--- src/rtl/mps16_pkg.sv ---
// Shared encodings for the mps16 execute stage: opcodes, R-type functs and ALU operation codes.
package mps16_pkg;

   localparam logic [5:0] OP_RTYPE = 6'b000000;
   localparam logic [5:0] OP_ADDI  = 6'b001000;
   localparam logic [5:0] OP_LW    = 6'b100011;
   localparam logic [5:0] OP_SW    = 6'b101011;
   localparam logic [5:0] OP_BEQ   = 6'b000100;
   localparam logic [5:0] OP_BNE   = 6'b000101;
   localparam logic [5:0] OP_J     = 6'b000010;

   localparam logic [5:0] FN_ADD  = 6'b100000;
   localparam logic [5:0] FN_SUB  = 6'b100010;
   localparam logic [5:0] FN_MUL  = 6'b011000;
   localparam logic [5:0] FN_DIV  = 6'b011010;
   localparam logic [5:0] FN_AND  = 6'b100100;
   localparam logic [5:0] FN_OR   = 6'b100101;
   localparam logic [5:0] FN_XOR  = 6'b100110;
   localparam logic [5:0] FN_NOR  = 6'b100111;
   localparam logic [5:0] FN_NAND = 6'b101000;
   localparam logic [5:0] FN_XNOR = 6'b101010;
   localparam logic [5:0] FN_SLL  = 6'b000000;
   localparam logic [5:0] FN_SRL  = 6'b000010;
   localparam logic [5:0] FN_ROL  = 6'b111000;
   localparam logic [5:0] FN_ROR  = 6'b110000;

   localparam logic [3:0] ALU_ADD  = 4'h0;
   localparam logic [3:0] ALU_SUB  = 4'h1;
   localparam logic [3:0] ALU_AND  = 4'h2;
   localparam logic [3:0] ALU_OR   = 4'h3;
   localparam logic [3:0] ALU_XOR  = 4'h4;
   localparam logic [3:0] ALU_NOR  = 4'h5;
   localparam logic [3:0] ALU_NAND = 4'h6;
   localparam logic [3:0] ALU_XNOR = 4'h7;
   localparam logic [3:0] ALU_SLL  = 4'h8;
   localparam logic [3:0] ALU_SRL  = 4'h9;
   localparam logic [3:0] ALU_ROL  = 4'hA;
   localparam logic [3:0] ALU_ROR  = 4'hB;
   localparam logic [3:0] ALU_MUL  = 4'hC;
   localparam logic [3:0] ALU_DIV  = 4'hD;
   localparam logic [3:0] ALU_SNE  = 4'hE;
   localparam logic [3:0] ALU_RSVD = 4'hF;

   // Returns {funct_is_defined, alu_op}; undefined functs fall back to ADD.
   function automatic logic [4:0] funct_to_alu(input logic [5:0] funct);
      case (funct)
         FN_ADD:  return {1'b1, ALU_ADD};
         FN_SUB:  return {1'b1, ALU_SUB};
         FN_MUL:  return {1'b1, ALU_MUL};
         FN_DIV:  return {1'b1, ALU_DIV};
         FN_AND:  return {1'b1, ALU_AND};
         FN_OR:   return {1'b1, ALU_OR};
         FN_XOR:  return {1'b1, ALU_XOR};
         FN_NOR:  return {1'b1, ALU_NOR};
         FN_NAND: return {1'b1, ALU_NAND};
         FN_XNOR: return {1'b1, ALU_XNOR};
         FN_SLL:  return {1'b1, ALU_SLL};
         FN_SRL:  return {1'b1, ALU_SRL};
         FN_ROL:  return {1'b1, ALU_ROL};
         FN_ROR:  return {1'b1, ALU_ROR};
         default: return {1'b0, ALU_ADD};
      endcase
   endfunction

endpackage

--- src/rtl/mps16_exec_ctrl_if.sv ---
// Bundle between the execute stage and its neighbours: fetch/regfile inputs, control and PC outputs.
interface mps16_exec_ctrl_if;
   logic [31:0] instr;
   logic [15:0] rd1;
   logic [15:0] rd2;
   logic [31:0] pc;
   logic        reg_dst;
   logic        alu_src;
   logic        reg_write;
   logic        mem_read;
   logic        mem_write;
   logic        mem_to_reg;
   logic        branch;
   logic        jump;
   logic [3:0]  alu_op;
   logic [15:0] alu_out;
   logic        zero;
   logic [31:0] pc_plus4;
   logic [31:0] next_pc;
   // HI/LO are exposed so the multiply/divide side effects are observable.
   logic [15:0] hi;
   logic [15:0] lo;

   modport master (
      output instr, rd1, rd2, pc,
      input  reg_dst, alu_src, reg_write, mem_read, mem_write, mem_to_reg, branch, jump,
      input  alu_op, alu_out, zero, pc_plus4, next_pc, hi, lo
   );

   modport slave (
      input  instr, rd1, rd2, pc,
      output reg_dst, alu_src, reg_write, mem_read, mem_write, mem_to_reg, branch, jump,
      output alu_op, alu_out, zero, pc_plus4, next_pc, hi, lo
   );
endinterface

--- src/rtl/mps16_alu.sv ---
// 16-bit unsigned ALU with branch flag; also exposes product high half and remainder for HI/LO.
module mps16_alu
   import mps16_pkg::*;
(
   input  logic [15:0] a,
   input  logic [15:0] b,
   input  logic [3:0]  op,
   output logic [15:0] result,
   output logic [15:0] prod_hi,
   output logic [15:0] rem,
   output logic        zero
);

   logic [31:0] prod;
   logic [15:0] quot;

   assign prod    = 32'(a) * 32'(b);
   assign prod_hi = prod[31:16];
   // Divide by zero yields an all-ones quotient and passes the dividend through as remainder.
   assign quot    = (b == 16'h0000) ? 16'hFFFF : a / b;
   assign rem     = (b == 16'h0000) ? a : a % b;

   always_comb begin
      result = 16'h0000;
      case (op)
         ALU_ADD:  result = a + b;
         ALU_SUB:  result = a - b;
         ALU_AND:  result = a & b;
         ALU_OR:   result = a | b;
         ALU_XOR:  result = a ^ b;
         ALU_NOR:  result = ~(a | b);
         ALU_NAND: result = ~(a & b);
         ALU_XNOR: result = ~(a ^ b);
         ALU_SLL:  result = b[4] ? 16'h0000 : a << b[3:0];
         ALU_SRL:  result = b[4] ? 16'h0000 : a >> b[3:0];
         ALU_ROL:  result = {a[14:0], a[15]};
         ALU_ROR:  result = {a[0], a[15:1]};
         ALU_MUL:  result = prod[15:0];
         ALU_DIV:  result = quot;
         default:  result = 16'h0000;
      endcase
   end

   assign zero = (op == ALU_SNE) ? (a != b) : (result == 16'h0000);

endmodule

--- src/rtl/mps16_exec_ctrl.sv ---
// Decode-and-execute core: instruction decode, ALU with HI/LO, and next-PC selection.
module mps16_exec_ctrl
   import mps16_pkg::*;
(
   input logic              clk,
   input logic              reset,
   mps16_exec_ctrl_if.slave bus
);

   logic [5:0]  opcode;
   logic [4:0]  fn_dec;
   logic        d_reg_dst, d_alu_src, d_reg_write, d_mem_read;
   logic        d_mem_write, d_mem_to_reg, d_branch, d_jump;
   logic [3:0]  d_alu_op;
   logic [15:0] alu_b, alu_res, prod_hi, rem;
   logic        alu_zero;
   logic [31:0] pc_plus4, branch_tgt, jump_tgt;
   logic [15:0] hi_q, lo_q;

   assign opcode = bus.instr[31:26];
   assign fn_dec = funct_to_alu(bus.instr[5:0]);

   always_comb begin
      // NOTE: every decode output is defaulted first so no opcode path can infer a latch.
      d_reg_dst    = 1'b0;
      d_alu_src    = 1'b0;
      d_reg_write  = 1'b0;
      d_mem_read   = 1'b0;
      d_mem_write  = 1'b0;
      d_mem_to_reg = 1'b0;
      d_branch     = 1'b0;
      d_jump       = 1'b0;
      d_alu_op     = ALU_ADD;
      case (opcode)
         OP_RTYPE: if (fn_dec[4]) begin
            d_reg_dst   = 1'b1;
            d_alu_op    = fn_dec[3:0];
            d_reg_write = (fn_dec[3:0] != ALU_MUL) && (fn_dec[3:0] != ALU_DIV);
         end
         OP_ADDI: begin
            d_alu_src   = 1'b1;
            d_reg_write = 1'b1;
         end
         OP_LW: begin
            d_alu_src    = 1'b1;
            d_mem_read   = 1'b1;
            d_mem_to_reg = 1'b1;
            d_reg_write  = 1'b1;
         end
         OP_SW: begin
            d_alu_src   = 1'b1;
            d_mem_write = 1'b1;
         end
         OP_BEQ: begin
            d_branch = 1'b1;
            d_alu_op = ALU_SUB;
         end
         OP_BNE: begin
            d_branch = 1'b1;
            d_alu_op = ALU_SNE;
         end
         OP_J:    d_jump = 1'b1;
         default: ;
      endcase
   end

   assign alu_b = d_alu_src ? bus.instr[15:0] : bus.rd2;

   mps16_alu u_alu (
      .a       (bus.rd1),
      .b       (alu_b),
      .op      (d_alu_op),
      .result  (alu_res),
      .prod_hi (prod_hi),
      .rem     (rem),
      .zero    (alu_zero)
   );

   // Offsets are byte offsets taken as-is; the jump target carries no PC bits.
   assign pc_plus4   = bus.pc + 32'd4;
   assign branch_tgt = pc_plus4 + {{16{bus.instr[15]}}, bus.instr[15:0]};
   assign jump_tgt   = {{6{bus.instr[25]}}, bus.instr[25:0]};

   always_ff @(posedge clk) begin
      // NOTE: non-blocking assignments so HI/LO behave as true flops sampled on the edge.
      if (reset) begin
         hi_q <= 16'h0000;
         lo_q <= 16'h0000;
      end else if (d_alu_op == ALU_MUL) begin
         hi_q <= prod_hi;
         lo_q <= alu_res;
      end else if (d_alu_op == ALU_DIV) begin
         hi_q <= rem;
         lo_q <= alu_res;
      end
   end

   assign bus.reg_dst    = d_reg_dst;
   assign bus.alu_src    = d_alu_src;
   assign bus.mem_to_reg = d_mem_to_reg;
   assign bus.reg_write  = d_reg_write & ~reset;
   assign bus.mem_read   = d_mem_read  & ~reset;
   assign bus.mem_write  = d_mem_write & ~reset;
   assign bus.branch     = d_branch    & ~reset;
   assign bus.jump       = d_jump      & ~reset;
   assign bus.alu_op     = d_alu_op;
   assign bus.alu_out    = alu_res;
   assign bus.zero       = alu_zero;
   assign bus.pc_plus4   = pc_plus4;
   assign bus.next_pc    = reset                  ? 32'h0000_0000 :
                           d_jump                 ? jump_tgt      :
                           (d_branch & alu_zero)  ? branch_tgt    : pc_plus4;
   assign bus.hi         = hi_q;
   assign bus.lo         = lo_q;

endmodule

--- src/flat_wrapper.sv ---
// flat-port wrapper written by rule: the top's interface ports become plain ports
module mps16_exec_ctrl_flat import mps16_pkg::*;
  (clk, reset, bus_instr, bus_rd1, bus_rd2, bus_pc, bus_reg_dst, bus_alu_src, bus_reg_write, bus_mem_read, bus_mem_write, bus_mem_to_reg, bus_branch, bus_jump, bus_alu_op, bus_alu_out, bus_zero, bus_pc_plus4, bus_next_pc, bus_hi, bus_lo);
  mps16_exec_ctrl_if bus_i ();
  input logic clk;
  input logic reset;
  input wire logic [$bits(bus_i.instr)-1:0] bus_instr;
  input wire logic [$bits(bus_i.rd1)-1:0] bus_rd1;
  input wire logic [$bits(bus_i.rd2)-1:0] bus_rd2;
  input wire logic [$bits(bus_i.pc)-1:0] bus_pc;
  output wire logic [$bits(bus_i.reg_dst)-1:0] bus_reg_dst;
  output wire logic [$bits(bus_i.alu_src)-1:0] bus_alu_src;
  output wire logic [$bits(bus_i.reg_write)-1:0] bus_reg_write;
  output wire logic [$bits(bus_i.mem_read)-1:0] bus_mem_read;
  output wire logic [$bits(bus_i.mem_write)-1:0] bus_mem_write;
  output wire logic [$bits(bus_i.mem_to_reg)-1:0] bus_mem_to_reg;
  output wire logic [$bits(bus_i.branch)-1:0] bus_branch;
  output wire logic [$bits(bus_i.jump)-1:0] bus_jump;
  output wire logic [$bits(bus_i.alu_op)-1:0] bus_alu_op;
  output wire logic [$bits(bus_i.alu_out)-1:0] bus_alu_out;
  output wire logic [$bits(bus_i.zero)-1:0] bus_zero;
  output wire logic [$bits(bus_i.pc_plus4)-1:0] bus_pc_plus4;
  output wire logic [$bits(bus_i.next_pc)-1:0] bus_next_pc;
  output wire logic [$bits(bus_i.hi)-1:0] bus_hi;
  output wire logic [$bits(bus_i.lo)-1:0] bus_lo;
  assign bus_i.instr = bus_instr;
  assign bus_i.rd1 = bus_rd1;
  assign bus_i.rd2 = bus_rd2;
  assign bus_i.pc = bus_pc;
  assign bus_reg_dst = bus_i.reg_dst;
  assign bus_alu_src = bus_i.alu_src;
  assign bus_reg_write = bus_i.reg_write;
  assign bus_mem_read = bus_i.mem_read;
  assign bus_mem_write = bus_i.mem_write;
  assign bus_mem_to_reg = bus_i.mem_to_reg;
  assign bus_branch = bus_i.branch;
  assign bus_jump = bus_i.jump;
  assign bus_alu_op = bus_i.alu_op;
  assign bus_alu_out = bus_i.alu_out;
  assign bus_zero = bus_i.zero;
  assign bus_pc_plus4 = bus_i.pc_plus4;
  assign bus_next_pc = bus_i.next_pc;
  assign bus_hi = bus_i.hi;
  assign bus_lo = bus_i.lo;
  mps16_exec_ctrl u_core (.clk(clk), .reset(reset), .bus(bus_i));
endmodule
--- config.mk ---
export PLATFORM = sky130hd
export DESIGN_NAME = mps16_exec_ctrl_flat
export DESIGN_NICKNAME = d
export VERILOG_FILES = /design/src/rtl/mps16_pkg.sv /design/src/rtl/mps16_exec_ctrl_if.sv /design/src/rtl/mps16_alu.sv /design/src/rtl/mps16_exec_ctrl.sv /design/src/flat_wrapper.sv
export SDC_FILE = /design/constraint.sdc
export NUM_CORES = 2
export LEC_CHECK = 0
export ABC_CLOCK_PERIOD_IN_PS = 48200
export CORE_ASPECT_RATIO = 0.7
export CORE_MARGIN = 1.5
export CORE_UTILIZATION = 50
export DETAILED_ROUTE_END_ITERATION = 10
export PLACE_DENSITY = 0.74
export SYNTH_ARGS = -nofsm -noshare
export SYNTH_HDL_FRONTEND = slang
export SYNTH_HIERARCHICAL = 1
export SYNTH_SLANG_ARGS = --single-unit
--- constraint.sdc ---
create_clock -name clk -period 48.2 [get_ports clk]
set_clock_uncertainty 0.1 [all_clocks]
set_input_delay 9.64 -clock clk [delete_from_list [all_inputs] [get_ports clk]]
set_output_delay 9.64 -clock clk [all_outputs]
set_load 0.05 [all_outputs]
==> impl_summary.md <==
Worst setup path
The endpoint arrival time on the critical path is 37.80 ns. The endpoint identified for the worst register-to-register timing path is u_core/bus.lo[0]. The worst flop-to-flop path startpoint is u_core/bus.lo[0]. The cell with the most instances on the worst path is sky130_fd_sc_hd__ha_1. The kind of launch point of the worst setup path is an input port. Measured in cells, the most critical reg-to-reg path has a length of 2. The cell with the largest stage delay on the worst path is sky130_fd_sc_hd__a2111oi_0. In this design, the stage delay of the slowest critical-path cell is 0.53 ns. Of all nets on the critical path, the largest fanout is 17. The kind of end point of the critical path is an output pin. In this run the register-to-register setup slack is 47.39 ns. The path type of the worst setup path is input port to output pin. The data required time of the worst path is 38.46 ns.

Floorplan
During I/O placement, the number of pins put on the boundary was 223. The initial utilization of the core area, before any placement, comes to 0.511. The overall die area is 50700 um^2. The core outline area is 48300 um^2. The die extent in x is 269 um.

From bottom edge to top edge, the die measures 189 um. The total number of placement rows is 67.

Synthesis
The proportion of synthesized flip-flops having asynchronous set or reset is 0. The dominant combinational cell family by area after synthesis is adder cells. The fraction of the mapped netlist area in compound gates was 0.226. The average instance in the mapped netlist occupies 7.37 um^2. The post-synthesis share of cell area spent on full adders, half adders and majority gates is 0.327. The portion of the post-synthesis area used by sequential elements is 0.0259. The count of distinct cell types in the synthesized netlist is 105.

The synthesized netlist net count is 3974. Of the post-synthesis cell area, the part taken by muxes is 0.0676. Summing every instance area after synthesis gives 24700 um^2. Synthesis handed over a netlist of 3349 instances. Of the total synthesized cell area, the portion taken by XOR and XNOR cells is 0.0643. The total of flip-flops plus latches after synthesis is 32. The warning count from the yosys run is 6.

The number of synthesized flops with an enable pin is 0. The most used flip-flop cell after synthesis is sky130_fd_sc_hd__dfxtp_1. The basic-gate share of the synthesized area counting and, or, nand and nor cells is 0.209.

STA
The worst hold slack is 0.383 ns. The final max-slew violation count is 0. The final clock period utilization by the worst path is 0.986. The post-route minimum period is 47.54 ns.

Setup violations remaining at the end of the flow were counted as 0. The final hold violation count came to 0. The actual slew at the worst max-slew pin is 1.22 ns. Derived from the worst setup path, the maximum achievable clock frequency is 21.0 MHz. The relative slew slack is 0.177. Setup slack closes at 0.657 ns.

Cells and area
The library cells used most frequently in the layout, excluding fill and tap cells, are sky130_fd_sc_hd__nor2_1 (388), sky130_fd_sc_hd__nand2_1 (357), sky130_fd_sc_hd__inv_1 (318), sky130_fd_sc_hd__ha_1 (317), sky130_fd_sc_hd__buf_4 (243). In the final design database the tool counted 4277 nets. The library cell used most frequently in the layout, excluding fill and tap cells, is sky130_fd_sc_hd__nor2_1. The share of layout cells above drive strength 1 is 0.157. The finished layout holds 4308 standard cells, fillers aside.

The area growth from synthesis to layout is 23.9%.

Outcome
The run finished with clean final reports.

Clock tree
For the worst-skew pair, the clock arrives at the later sink with an insertion delay of 0.33 ns. The TritonCTS clock tree is yes. After clock tree synthesis, the clock-pin slew on the worst setup and hold paths is 0.07 ns. In this run the deepest clock path goes through 2 buffers. The number of clock sinks is 32.

Clock tree synthesis selected as its root buffer the cell sky130_fd_sc_hd__clkbuf_16. The CTS buffer count is 5. The maximum level of the CTS H-tree is 2. The cts-stage hold buffer count is 0.

Power
Across the VDD grid, the largest voltage drop is 0.268 mV. The completed layout was analyzed and its total power is 0.00145 W. Summed over all cells, the static leakage comes to 14.0 nW. The power density over the cells is 47.3 nW/um^2.

Global routing
For this run, the total global-route usage over all layers was measured as 0.440. The sum of overflow across all layers after global routing is 0. The number of global-route vias before repair is 25800. The number of antenna violations at the first check in global routing is 3. The first global-routing pass estimated 166000 um of wire. Entering global routing, the biggest net connects 67 pins.

Placement
The half-perimeter wire length after detailed placement is 87900 um. After detailed placement, the design holds a cell count of 4248. Buffers placed on the I/O ports in this run total 222. The weighted congestion at the end of routability-driven global placement is 1.06. The pre-CTS setup slack is -0.620 ns.

Drt
The number of violations reported at the end of detailed-routing iteration 0 is 4072. The wire length per cell is 26.6 um. Using the TritonRoute via totals, the vias-per-cell ratio works out to 6.48. The remaining antenna violation count is 0. The first detailed-routing pass ran for 6 iterations. The total vias in the final route is 27900. The final routed DRC violation total is 0. The routed wire length is 115000 um.

Worst hold path
The worst hold path belongs to the class flop to flop. The beginning of the worst hold path is u_core/bus.hi[8]. The worst hold path was traced through 2 stages. The worst hold path terminates at u_core/bus.hi[8].

Run
The number of violations of the max-capacitance limit is 0.
==> metrics by stage <==
| stage | setup TNS [ns] | util | instance area (um^2) |
|---|---|---|---|
| 2_1_floorplan | 0 | - | 25100 |
| 3_3_place_gp | 0 | 0.606 | 29300 |
| 3_5_place_dp | -14.00 | 0.606 | 29300 |
| 4_1_cts | 0 | 0.613 | 29600 |
| 5_1_grt | -13.74 | 0.633 | 30600 |
| 6_report | 0 | 0.633 | 30600 |
==> worst max path at each step <==
| stage | cells past startpoint | slack [ns] | from | to |
|---|---|---|---|---|
| after CTS | 133 | 0.05 | bus_instr[26] | bus_next_pc[8] |
| after floorplan | 137 | 0.05 | bus_instr[27] | bus_next_pc[10] |
| after global routing | 137 | -0.53 | bus_instr[30] | bus_next_pc[0] |
| after detailed placement | 130 | -0.62 | bus_instr[26] | bus_next_pc[8] |
| final | 143 | 0.66 | bus_instr[30] | bus_next_pc[0] |
| after global placement | 131 | 0.12 | bus_instr[26] | bus_next_pc[8] |
==> sequential cells by signal, indices dropped and copies added, names as in the netlist <==
signal / cells
u_core/bus.lo: 16
u_core/bus.hi: 16
==> power breakdown <==
part           internal, W    switching, W
Sequential       0.0000264  0.000000000421
Combinational     0.000509        0.000873
Clock            0.0000189       0.0000187
Total             0.000554        0.000891
==> timing repair <==
item                       CTS  global route
gates resized for setup     23           144
cloned                       0             2
pin swaps                    9            77
setup buffers               14            36
setup endpoints to repair   32            34
==> critical path: cells and delay by family <==
family | cells | cell delay, ns
compound gates | 58 | 11.68
simple gates | 40 | 7.09
fa+ha+maj | 16 | 4.61
buf+inv | 25 | 3.73
mux | 4 | 1.05
==> synthesized netlist by cell type, types with 12 or more instances <==
cell type | n | area share
sky130_fd_sc_hd__and3_1 | 31 | 0.0079
sky130_fd_sc_hd__o211ai_1 | 36 | 0.011
sky130_fd_sc_hd__a21oi_1 | 215 | 0.044
sky130_fd_sc_hd__ha_1 | 329 | 0.17
sky130_fd_sc_hd__a22oi_1 | 17 | 0.0052
sky130_fd_sc_hd__nand2_1 | 364 | 0.055
sky130_fd_sc_hd__a211o_1 | 15 | 0.0053
sky130_fd_sc_hd__nand4_1 | 32 | 0.0081
sky130_fd_sc_hd__o21a_1 | 38 | 0.012
sky130_fd_sc_hd__nor4_1 | 12 | 0.0030
sky130_fd_sc_hd__a311oi_1 | 16 | 0.0057
sky130_fd_sc_hd__mux2i_1 | 71 | 0.029
sky130_fd_sc_hd__nand2b_1 | 22 | 0.0056
sky130_fd_sc_hd__a31oi_1 | 38 | 0.0096
sky130_fd_sc_hd__a211oi_1 | 37 | 0.011
sky130_fd_sc_hd__o21bai_1 | 22 | 0.0067
sky130_fd_sc_hd__a21o_1 | 59 | 0.018
sky130_fd_sc_hd__or3_1 | 29 | 0.0073
sky130_fd_sc_hd__nand3_1 | 71 | 0.014
sky130_fd_sc_hd__xor2_1 | 74 | 0.026
sky130_fd_sc_hd__o22ai_1 | 18 | 0.0046
sky130_fd_sc_hd__xnor2_1 | 104 | 0.037
sky130_fd_sc_hd__o21ai_0 | 164 | 0.033
sky130_fd_sc_hd__dfxtp_1 | 32 | 0.026
sky130_fd_sc_hd__nor2_1 | 397 | 0.060
sky130_fd_sc_hd__nor2b_1 | 22 | 0.0056
sky130_fd_sc_hd__buf_1 | 28 | 0.0043
sky130_fd_sc_hd__and2_1 | 15 | 0.0038
sky130_fd_sc_hd__fa_1 | 198 | 0.16
sky130_fd_sc_hd__o31ai_1 | 15 | 0.0046
sky130_fd_sc_hd__nor3_1 | 76 | 0.015
sky130_fd_sc_hd__mux4_2 | 20 | 0.018
sky130_fd_sc_hd__or2_2 | 14 | 0.0035
sky130_fd_sc_hd__mux2_2 | 45 | 0.021
sky130_fd_sc_hd__a21boi_0 | 12 | 0.0036
sky130_fd_sc_hd__inv_1 | 320 | 0.049
sky130_fd_sc_hd__buf_2 | 20 | 0.0041
sky130_fd_sc_hd__clkbuf_1 | 118 | 0.018
==> routing by layer <==
layer | GRT usage | wire [um] | share of wire | up-vias
met5 | 0 | 19 | 0.00017 | -
met1 | 0.648 | 49600 | 0.43 | 13400
li1 | - | - | - | 12400
met4 | 0.125 | 3920 | 0.034 | 2
met2 | 0.599 | 44800 | 0.39 | 1854
met3 | 0.148 | 16300 | 0.14 | 283
==> cells by family (layout without fill, tap and decap cells) <==
kind of cell	after synthesis	after routing
AOI/OAI and AO/OA	835	835
muxes	136	136
xor gates and xnor gates	179	179
and+or+nand+nor	1132	1132
adders and majority gates	527	527
DFF	32	32
buffers and inverters	508	811
other	0	1
==> area by class of cell <==
type | count | area [um^2]
clock buffer | 5 | 125
clock inverter | 2 | 12.5
fill | 4353 | 17700
tap | 655 | 820
inverter | 332 | 1250
timing repair buffer | 472 | 4500
antenna | 1 | 2.50
multi-input combinational | 2809 | 23200
sequential | 32 | 641
Note: power is estimated with default switching activity, not from simulation.
